**src/rtl/snoop_command_controller.sv**
```systemverilog
// Command sequencer: decodes host UART bytes into snooper record/dump
// control and muxes two-byte replies with the snooper's dump stream.
// Ports:
//   comm_clock, comm_reset        clock, async active-high reset
//   cmd_valid/cmd_data/cmd_ready  UART RX byte stream
//   tx_valid/tx_data/tx_ready     UART TX byte stream (shared)
//   snoop_record_start/_end       record control, end is from cb_clk
//   snoop_dump_start/_end         dump control, comm_clock domain
//   snoop_out_valid/_data/_ready  snooper dump byte stream
//   busy                          high outside IDLE
module snoop_command_controller #(
  parameter logic [31:0] RECORD_TIMEOUT = 32'd50_000_000,
  parameter int          SYNC_STAGES    = 2
) (
  input  logic       comm_clock,
  input  logic       comm_reset,
  input  logic       cmd_valid,
  input  logic [7:0] cmd_data,
  output logic       cmd_ready,
  output logic       tx_valid,
  output logic [7:0] tx_data,
  input  logic       tx_ready,
  output logic       snoop_record_start,
  input  logic       snoop_record_end,
  output logic       snoop_dump_start,
  input  logic       snoop_dump_end,
  input  logic       snoop_out_valid,
  input  logic [7:0] snoop_out_data,
  output logic       snoop_out_ready,
  output logic       busy
);

  typedef enum logic [2:0] {
    S_IDLE,
    S_REC,
    S_DUMP,
    S_GUARD,
    S_REPLY0,
    S_REPLY1
  } state_t;

  localparam logic [7:0] CH_LF = 8'h0A;
  localparam logic [7:0] CH_CR = 8'h0D;
  localparam logic [7:0] CH_SP = 8'h20;
  localparam logic [7:0] CH_R  = 8'h52;
  localparam logic [7:0] CH_D  = 8'h44;
  localparam logic [7:0] CH_Q  = 8'h51;
  localparam logic [7:0] CH_S  = 8'h53;
  localparam logic [7:0] CH_K  = 8'h4B;
  localparam logic [7:0] CH_I  = 8'h49;
  localparam logic [7:0] CH_B  = 8'h42;
  localparam logic [7:0] CH_F  = 8'h46;
  localparam logic [7:0] CH_T  = 8'h54;
  localparam logic [7:0] CH_E  = 8'h45;
  localparam logic [7:0] CH_UN = 8'h3F;

  state_t state_q, state_d;
  state_t ret_q, ret_d;
  logic [7:0] c0_q, c0_d;
  logic [7:0] c1_q, c1_d;
  logic rec_q, rec_d;
  logic dmp_q, dmp_d;
  logic guard_q, guard_d;
  logic [31:0] tcnt_q, tcnt_d;
  logic [SYNC_STAGES-1:0] sync_q;

  logic full;
  logic accept;
  logic is_ws;
  logic tmo_hit;
  logic go;
  logic [7:0] go_ch;
  state_t go_ret;

  assign full    = sync_q[SYNC_STAGES-1];
  assign accept  = cmd_valid && cmd_ready;
  assign is_ws   = (cmd_data == CH_LF) ||
                   (cmd_data == CH_CR) ||
                   (cmd_data == CH_SP);
  assign tmo_hit = (RECORD_TIMEOUT != 32'd0) &&
                   (tcnt_q == RECORD_TIMEOUT - 32'd1);

  assign cmd_ready = (state_q == S_IDLE) || (state_q == S_REC);
  assign busy      = (state_q != S_IDLE);
  assign snoop_record_start = rec_q;
  assign snoop_dump_start   = dmp_q;

  always_ff @(posedge comm_clock or posedge comm_reset) begin
    if (comm_reset) begin
      sync_q <= '0;
    end else begin
      sync_q <= {sync_q[SYNC_STAGES-2:0], snoop_record_end};
    end
  end

  always_ff @(posedge comm_clock or posedge comm_reset) begin
    if (comm_reset) begin
      state_q <= S_IDLE;
      ret_q   <= S_IDLE;
      c0_q    <= 8'h00;
      c1_q    <= 8'h00;
      rec_q   <= 1'b0;
      dmp_q   <= 1'b0;
      guard_q <= 1'b0;
      tcnt_q  <= 32'd0;
    end else begin
      state_q <= state_d;
      ret_q   <= ret_d;
      c0_q    <= c0_d;
      c1_q    <= c1_d;
      rec_q   <= rec_d;
      dmp_q   <= dmp_d;
      guard_q <= guard_d;
      tcnt_q  <= tcnt_d;
    end
  end

  always_comb begin
    tx_valid        = 1'b0;
    tx_data         = 8'h00;
    snoop_out_ready = 1'b0;
    unique case (state_q)
      S_REPLY0: begin
        tx_valid = 1'b1;
        tx_data  = c0_q;
      end
      S_REPLY1: begin
        tx_valid = 1'b1;
        tx_data  = c1_q;
      end
      S_DUMP: begin
        tx_valid        = snoop_out_valid;
        tx_data         = snoop_out_data;
        snoop_out_ready = tx_ready;
      end
      default: ;
    endcase
  end

  always_comb begin
    state_d = state_q;
    ret_d   = ret_q;
    c0_d    = c0_q;
    c1_d    = c1_q;
    rec_d   = rec_q;
    dmp_d   = dmp_q;
    guard_d = guard_q;
    tcnt_d  = tcnt_q;
    go      = 1'b0;
    go_ch   = CH_UN;
    go_ret  = S_IDLE;
    unique case (state_q)
      S_IDLE: begin
        if (accept && !is_ws) begin
          unique case (1'b1)
            (cmd_data == CH_R): begin
              go     = 1'b1;
              go_ch  = CH_K;
              go_ret = S_REC;
              rec_d  = 1'b1;
              tcnt_d = 32'd0;
            end
            (cmd_data == CH_D): begin
              state_d = S_GUARD;
              dmp_d   = 1'b1;
              guard_d = 1'b0;
            end
            (cmd_data == CH_Q): begin
              go    = 1'b1;
              go_ch = CH_I;
            end
            default: begin
              go = 1'b1;
            end
          endcase
        end
      end
      S_REC: begin
        // Saturate; holding at the trip value lets a timeout that
        // lost to a command fire once recording resumes.
        if (!tmo_hit && (tcnt_q != 32'hFFFF_FFFF)) begin
          tcnt_d = tcnt_q + 32'd1;
        end
        if (accept && !is_ws) begin
          go_ret = S_REC;
          unique case (1'b1)
            (cmd_data == CH_S): begin
              go     = 1'b1;
              go_ch  = CH_K;
              go_ret = S_IDLE;
              rec_d  = 1'b0;
            end
            (cmd_data == CH_Q): begin
              go    = 1'b1;
              go_ch = CH_B;
            end
            default: begin
              go = 1'b1;
            end
          endcase
        end else if (full) begin
          go    = 1'b1;
          go_ch = CH_F;
          rec_d = 1'b0;
        end else if (tmo_hit) begin
          go    = 1'b1;
          go_ch = CH_T;
          rec_d = 1'b0;
        end
      end
      S_GUARD: begin
        // Two cycles hide the dump_end left over from a previous dump.
        if (guard_q) begin
          state_d = S_DUMP;
        end else begin
          guard_d = 1'b1;
        end
      end
      S_DUMP: begin
        if (snoop_dump_end && !snoop_out_valid) begin
          go    = 1'b1;
          go_ch = CH_E;
          dmp_d = 1'b0;
        end
      end
      S_REPLY0: begin
        if (tx_ready) begin
          state_d = S_REPLY1;
        end
      end
      S_REPLY1: begin
        if (tx_ready) begin
          state_d = ret_q;
        end
      end
      default: begin
        state_d = S_IDLE;
      end
    endcase
    if (go) begin
      state_d = S_REPLY0;
      c0_d    = go_ch;
      c1_d    = CH_LF;
      ret_d   = go_ret;
    end
  end

endmodule

```
**config.mk**
```make
export PLATFORM = sky130hd
export DESIGN_NAME = snoop_command_controller
export DESIGN_NICKNAME = d
export VERILOG_FILES = /design/src/rtl/snoop_command_controller.sv
export SDC_FILE = /design/constraint.sdc
export NUM_CORES = 1
export LEC_CHECK = 0
export ABC_AREA = 0
export ABC_CLOCK_PERIOD_IN_PS = 4260
export CAP_MARGIN = 15
export CORE_MARGIN = 1
export CORE_UTILIZATION = 55
export CTS_BUF_LIST = sky130_fd_sc_hd__clkbuf_8
export DETAILED_ROUTE_END_ITERATION = 16
export PLACE_DENSITY = 0.79
export SLEW_MARGIN = 20
export SYNTH_ARGS = -nofsm -noshare
export SYNTH_HDL_FRONTEND = slang
export SYNTH_SLANG_ARGS = --single-unit
```
**constraint.sdc**
```tcl
create_clock -name comm_clock -period 4.26 [get_ports comm_clock]
set_input_delay 0.639 -clock comm_clock [delete_from_list [all_inputs] [get_ports comm_clock]]
set_output_delay 0.639 -clock comm_clock [all_outputs]
set_load 0.005 [all_outputs]
```
# ---- After elaboration in Yosys (flattened, before gate mapping)
# Index checks and enable logic that the tools add are counted.
dict set report totals {
  input_bits 23
  reg_bits 52
  out_inout_bits 14
  elab_cells 107
}
dict set report op_classes {
  n_eq_ne 27
  add_sub_neg 1
  mux 48
  n_reduce_logical 22
}
# operator n
set op_table {}
lappend op_table {{$mux 32} 3}
lappend op_table {{$pmux 32 s2} 1}
lappend op_table {{$pmux 8 s3} 2}
lappend op_table {{$add 32x1->32 const B} 1}
lappend op_table {{$eq 32x26->1 const B} 1}
lappend op_table {{$eq 8x7->1 const B} 4}
lappend op_table {{$ne 32x32->1 const B} 1}
lappend op_table {{$mux 7} 4}
lappend op_table {{$pmux 7 s2} 2}
lappend op_table {{$mux 1} 22}
lappend op_table {{$mux 3} 6}
lappend op_table {{$eq 8x4->1 const B} 2}
lappend op_table {{$pmux 3 s5} 1}
lappend op_table {{$ne 2x1->1 const B} 5}
lappend op_table {{$pmux 1 s2} 5}
lappend op_table {{$ne 3x2->1 const B} 3}
lappend op_table {{$ne 3x3->1 const B} 3}
lappend op_table {{$eq 8x6->1 const B} 1}
lappend op_table {{$mux 8} 1}
lappend op_table {{$reduce_and 4->1} 2}
lappend op_table {{$eq 3x2->1 const B} 2}
lappend op_table {{$eq 3x3->1 const B} 2}
lappend op_table {{$reduce_and 6->1} 1}
lappend op_table {{$reduce_bool 2->1} 3}
lappend op_table {{other kinds (12)} 20}

# ---- Depth between registers and ports, before layout
dict set report logic_depth {
  depth_word 9
  ltp_mapped 9
  mapped_depth_nobuf 7
}

# ---- Worst setup path after synthesis
# Ideal clock, no wire load.
dict set report synth_path {
  path_type {input -> register}
  from {input port cmd_data[0]}
  to {register c0_q[1]}
  arrival_ns 2.462
  setup_slack_ns 1.670
  required_ns 4.133
  stages 9
  cell_sequence {buf_2 -> nor4b_2 -> o21ai_1 -> and3_1 -> clkbuf_1 -> o31a_1 -> a211o_2 -> buf_6 -> mux2_1}
}
dict set report synth_between {
  elab_chain_cells 7
  word_cells_on_any_way 18
}
# item line_no
set synth_rtl {}
lappend synth_rtl {{from (decl)} 18} ;# input logic [7:0] cmd_data,
lappend synth_rtl {{$eq 8x4->1 (on tied branches)} {77, 78}}
lappend synth_rtl {{$logic_or 1x1->1} 77} ;# assign is_ws = (cmd_data == CH_LF) ||
lappend synth_rtl {{$logic_or 1x1->1} 78} ;# (cmd_data == CH_CR) ||
lappend synth_rtl {{$logic_not 1->1} {154, 184}}
lappend synth_rtl {{$logic_and 1x1->1} {154, 184}}
lappend synth_rtl {{$mux 8 (tied with other cells)} 184} ;# if (accept && !is_ws) begin
lappend synth_rtl {{$pmux 8 s3 / $pmux 1 s3 (equally long branches)} 152} ;# unique case (state_q)
lappend synth_rtl {{to (signal assigned)} 100} ;# c0_q <= 8'h00;
lappend synth_rtl {{to (signal assigned)} 109} ;# c0_q <= c0_d;
lappend synth_rtl {{to (decl)} 59} ;# logic [7:0] c0_q, c0_d;
# Several ways; a longest one is shown, not always the timed one.
# A chain may end at the register's enable or synchronous reset.

# ---- Worst setup path in the final report
dict set report layout_path {
  from {register state_q[1]}
  to {output port tx_data[3]}
}
dict set report layout_between {
  elab_chain_cells 2
  word_cells_on_any_way 4
}
# item line_no
set layout_rtl {}
lappend layout_rtl {{from (decl)} 57} ;# state_t state_q, state_d;
lappend layout_rtl {{from (signal assigned)} 107} ;# state_q <= state_d;
lappend layout_rtl {{$eq 3x2->1 / $eq 3x3->1 (equally long branches)} 122} ;# unique case (state_q)
lappend layout_rtl {{$pmux 8 s3 *} 122}
lappend layout_rtl {{to (decl)} 21} ;# output logic [7:0] tx_data,
# Every way passes the cells marked *; elsewhere a longest branch is shown, timed or not.

==> flow_results.xml <==
<?xml version="1.0" encoding="UTF-8"?>
<metrics>
  <group name="pwr">
    <metric name="internal-power" unit="W">0.001062</metric>
    <metric name="p_sw" unit="W">0.0005574</metric>
    <metric name="cellLeakagePower" unit="nW">1.452</metric>
    <metric name="seq_pwr_share" unit="">0.393</metric>
    <metric name="clkPwrFrac" unit="">0.210</metric>
    <metric name="power.share.switching" unit="">0.3442</metric>
    <metric name="pwr_density_cell" unit="nW/um^2">464.0</metric>
    <metric name="comb_power_share" unit="">0.397</metric>
    <metric name="ir_drop" unit="mV">0.2772</metric>
  </group>
  <group name="clocking">
    <metric name="cts_repair_resize_count" unit="">0</metric>
    <metric name="root_buffer" unit="">clkbuf_8</metric>
    <metric name="cts_inserted_buffers" unit="">5</metric>
    <metric name="post_cts_setup_inserts" unit="">0</metric>
    <metric name="tritoncts" unit="">yes</metric>
    <metric name="cts_htree_levels" unit="">2</metric>
    <metric name="clock_insertion_delay_worst_skew" unit="ps">300</metric>
    <metric name="cts.clk_slew.worst_paths" unit="ps">90</metric>
    <metric name="tritoncts_num_sinks" unit="">49</metric>
    <metric name="holdBufCountCts" unit="">0</metric>
    <metric name="max-clock-path-buffers" unit="">2</metric>
  </group>
  <group name="sta">
    <metric name="setup_viol" unit="">0</metric>
    <metric name="setup-tns-final" unit="ps">0</metric>
    <metric name="fin_crit_sh" unit="">0.6908</metric>
    <metric name="fmax" unit="GHz">0.3398</metric>
    <metric name="clock_skew" unit="ps">9.612</metric>
    <metric name="slew_headroom" unit="">0.4447</metric>
    <metric name="final_max_tran_viols" unit="">0</metric>
    <metric name="finalWorstPathRequiredPeriod" unit="ps">2943</metric>
    <metric name="tightestPinTransition" unit="ps">833.0</metric>
    <metric name="final-hold-violation-count" unit="">0</metric>
    <metric name="grt_setup_unrepaired" unit="">false</metric>
    <metric name="setup_ws" unit="ps">1317</metric>
  </group>
  <group name="critical_path">
    <metric name="critical-path-slowest-cell" unit="">dfrtp_1</metric>
    <metric name="class_of_the_most_critical_setup_path" unit="">reg -&gt; out</metric>
    <metric name="worst-path-buf-inv" unit="">2</metric>
    <metric name="crit_chain" unit="">nor2b_1, buf_4, nor2b_1, a22o_1, clkdlybuf4s50_1</metric>
    <metric name="critical_path.max_stage_delay" unit="ps">500</metric>
    <metric name="worst_ep_required_time" unit="ps">3620</metric>
    <metric name="endpoint_kind" unit="">primary output</metric>
    <metric name="worst-path-max-fanout" unit="">9</metric>
    <metric name="crit_top_cell" unit="">nor2b_1</metric>
    <metric name="family_with_the_most_delay_on_the_worst_path" unit="">buffers and inverters</metric>
    <metric name="launching_element_type_of_the_critical_path" unit="">flop</metric>
    <metric name="arrival_time_at_the_worst_endpoint" unit="ps">2300</metric>
  </group>
  <group name="synth">
    <metric name="synth_seq_area_share" unit="">0.4107</metric>
    <metric name="synth_enable_flop_cells" unit="">0</metric>
    <metric name="yosys_register_bits" unit="">49</metric>
    <metric name="synth_top_area_share" unit="">0.4107</metric>
    <metric name="avg_cell_area_syn" unit="sq um">8.885</metric>
    <metric name="synth.yosys.warnings" unit="">0</metric>
    <metric name="synth_cell_types" unit="">60</metric>
    <metric name="synth.top_cells.by_count" unit="">49 x dfrtp_1, 32 x nor2_1, 28 x nand2_1, 25 x nand3_1, 14 x a21oi_1</metric>
    <metric name="synth_nets" unit="">360</metric>
    <metric name="ys.flop_type" unit="">dfrtp_1</metric>
    <metric name="synth.largest_area_cell" unit="">dfrtp_1</metric>
    <metric name="syn-instance-count" unit="">336</metric>
    <metric name="postSynth.asyncResetShare" unit="">1.000</metric>
    <metric name="post-synth-top-count-cell" unit="">dfrtp_1</metric>
    <metric name="post_synth_main_area_contributors" unit="">dfrtp_1 41%, nand3_1 4.2%, nor2_1 4.0%</metric>
    <metric name="synth.cell_area" unit="sq um">2985</metric>
  </group>
  <group name="cells_and_area">
    <metric name="antenna_cells_inserted" unit="">0</metric>
    <metric name="num-fill-cells" unit="">401</metric>
    <metric name="fin_nets" unit="">388</metric>
    <metric name="drive_above_1_share" unit="">0.09315</metric>
    <metric name="syn_to_final_growth" unit="%">16.89</metric>
  </group>
  <group name="route">
    <metric name="wl_per_cell" unit="um">16.17</metric>
    <metric name="detail-route-antenna-nets" unit="">0</metric>
    <metric name="detail_route.wirelength" unit="um">7035</metric>
    <metric name="num_vias" unit="">2709</metric>
    <metric name="firstDrtPassIters" unit="">5</metric>
    <metric name="drcViolationCount" unit="">0</metric>
    <metric name="vias_per_cell" unit="">6.228</metric>
    <metric name="drt_iter0_markers" unit="">295</metric>
  </group>
  <group name="global_routing">
    <metric name="grt_util_all_layers" unit="">0.2654</metric>
    <metric name="grt_pass1_wl" unit="um">11380</metric>
    <metric name="grt_start_max_net_pins" unit="">50</metric>
    <metric name="global_route.overflow_total" unit="">0</metric>
    <metric name="first_global_vias" unit="">2390</metric>
    <metric name="grt_antenna_before_repair" unit="">0</metric>
  </group>
  <group name="min_path">
    <metric name="timing.hold.worst.class" unit="">reg -&gt; reg</metric>
  </group>
  <group name="floorplan">
    <metric name="placement_rows" unit="">26</metric>
    <metric name="placeableCoreArea" unit="sq um">5172</metric>
    <metric name="floorplan.io_pins" unit="">37</metric>
    <metric name="die_h" unit="um">75.68</metric>
    <metric name="initial_utilization" unit="">0.5772</metric>
    <metric name="design.die.area" unit="sq um">5727</metric>
    <metric name="die_w" unit="um">75.68</metric>
  </group>
  <group name="status">
    <metric name="run_status" unit="">completed</metric>
  </group>
  <group name="placed_design">
    <metric name="finalWeightedCongestion" unit="">0.8768</metric>
    <metric name="detailedPlace.worstSlack" unit="ps">1063</metric>
    <metric name="numPortBuffers" unit="">36</metric>
    <metric name="dp_hpwl" unit="um">5038</metric>
  </group>
  <group name="run">
    <metric name="cap_violations" unit="">0</metric>
  </group>
</metrics>
[path summary, 6_finish.rpt]
check | startpoint | end | slack, ps | cells past startpoint
worst max-delay path | state_q[1]$_DFFE_PP0P_ | tx_data[3] | 1320 | 5
worst min-delay path | sync_q[0]$_DFF_PP0_ | sync_q[1]$_DFF_PP0_ | 350 | 0
worst max register to register | tcnt_q[26]$_DFFE_PP0P_ | c0_q[1]$_DFFE_PP0P_ | 1500 | 6
worst min register to register | sync_q[0]$_DFF_PP0_ | sync_q[1]$_DFF_PP0_ | 350 | 0
max in group asynchronous | comm_reset | tcnt_q[11]$_DFFE_PP0P_ | 2970 | 2
min in group asynchronous | comm_reset | c1_q[1]$_DFFE_PP0P_ | 800 | 2
[layer usage]
metal / vias up / GRT usage / routed length (um)
met5: - / 0 / 0
met4: 0 / 0.06790 / 64
met3: 4 / 0.05688 / 443
met2: 101 / 0.3829 / 3114
met1: 1318 / 0.4048 / 3412
li1: 1286 / - / -
[area by class of cell]
type,instances,area [sq um],share of cell area
Timing Repair Buffer,39,382.9,0.1097
Clock inverter,2,33.78,0.009681
Multi-Input combinational cell,261,1645,0.4715
Tap cell,70,87.58,0.02510
Sequential cell,49,1226,0.3514
Clock buffer,6,82.58,0.02366
Inverter,8,31.28,0.008964
[metrics by stage]
stage	instance area (sq um)	std cells	total power, W	utilization	hold WS (ps)
after floorplan	2985	336	0.001038	-	331.2
after global placement	3372	427	0.001270	0.6519	332.9
after detailed placement	3372	427	0.001277	0.6519	337.2
after CTS	3488	435	0.001620	0.6744	357.0
after global routing	3490	435	0.001728	0.6746	359.8
final	3490	435	0.001619	0.6746	352.7
[layout by cell type (no fill, tap or decap), types with 5 or more instances in the layout]
cell type,count
o211ai_1,5
a21oi_1,14
inv_1,8
clkbuf_8,6
clkdlybuf4s50_1,36
nand3_1,25
a22oi_1,5
nor2_1,32
nand2b_1,6
nor3_1,11
dfrtp_1,49
nor2b_1,7
and3_1,11
nor4_1,5
and2_1,6
nand2_1,28
o21ai_0,13
xor2_1,10
nand4_1,12
[registers in the layout, summed over array words and instances (netlist names)]
name / cells
tcnt_q: 32
c0_q: 7
state_q: 3
sync_q: 2
c1_q: 1
guard_q: 1
ret_q: 1
snoop_dump_start: 1
snoop_record_start: 1
[power groups by stage]
stage	combinational (W)	sequential, W	clock [W]
2_1_floorplan	0.000451	0.000587	0
3_3_place_gp	0.000629	0.000641	0
5_1_grt	0.000716	0.000648	0.000364
6_report	0.000642	0.000637	0.000340
3_5_place_dp	0.000635	0.000642	0
4_1_cts	0.000640	0.000633	0.000346
[kinds of logic (layout without fill, tap and decap cells)]
family | count (synthesis) | after routing | share of synthesized area
DFF | 49 | 49 | 0.4107
muxes | 9 | 9 | 0.03227
adders and majority gates | 1 | 1 | 0.004190
AOI/OAI and AO/OA | 64 | 64 | 0.1534
buffers and inverters | 26 | 55 | 0.03814
and+or+nand+nor | 174 | 174 | 0.3231
xor gates and xnor gates | 13 | 13 | 0.03814
No activity file was read; power rests on OpenSTA's default activity.
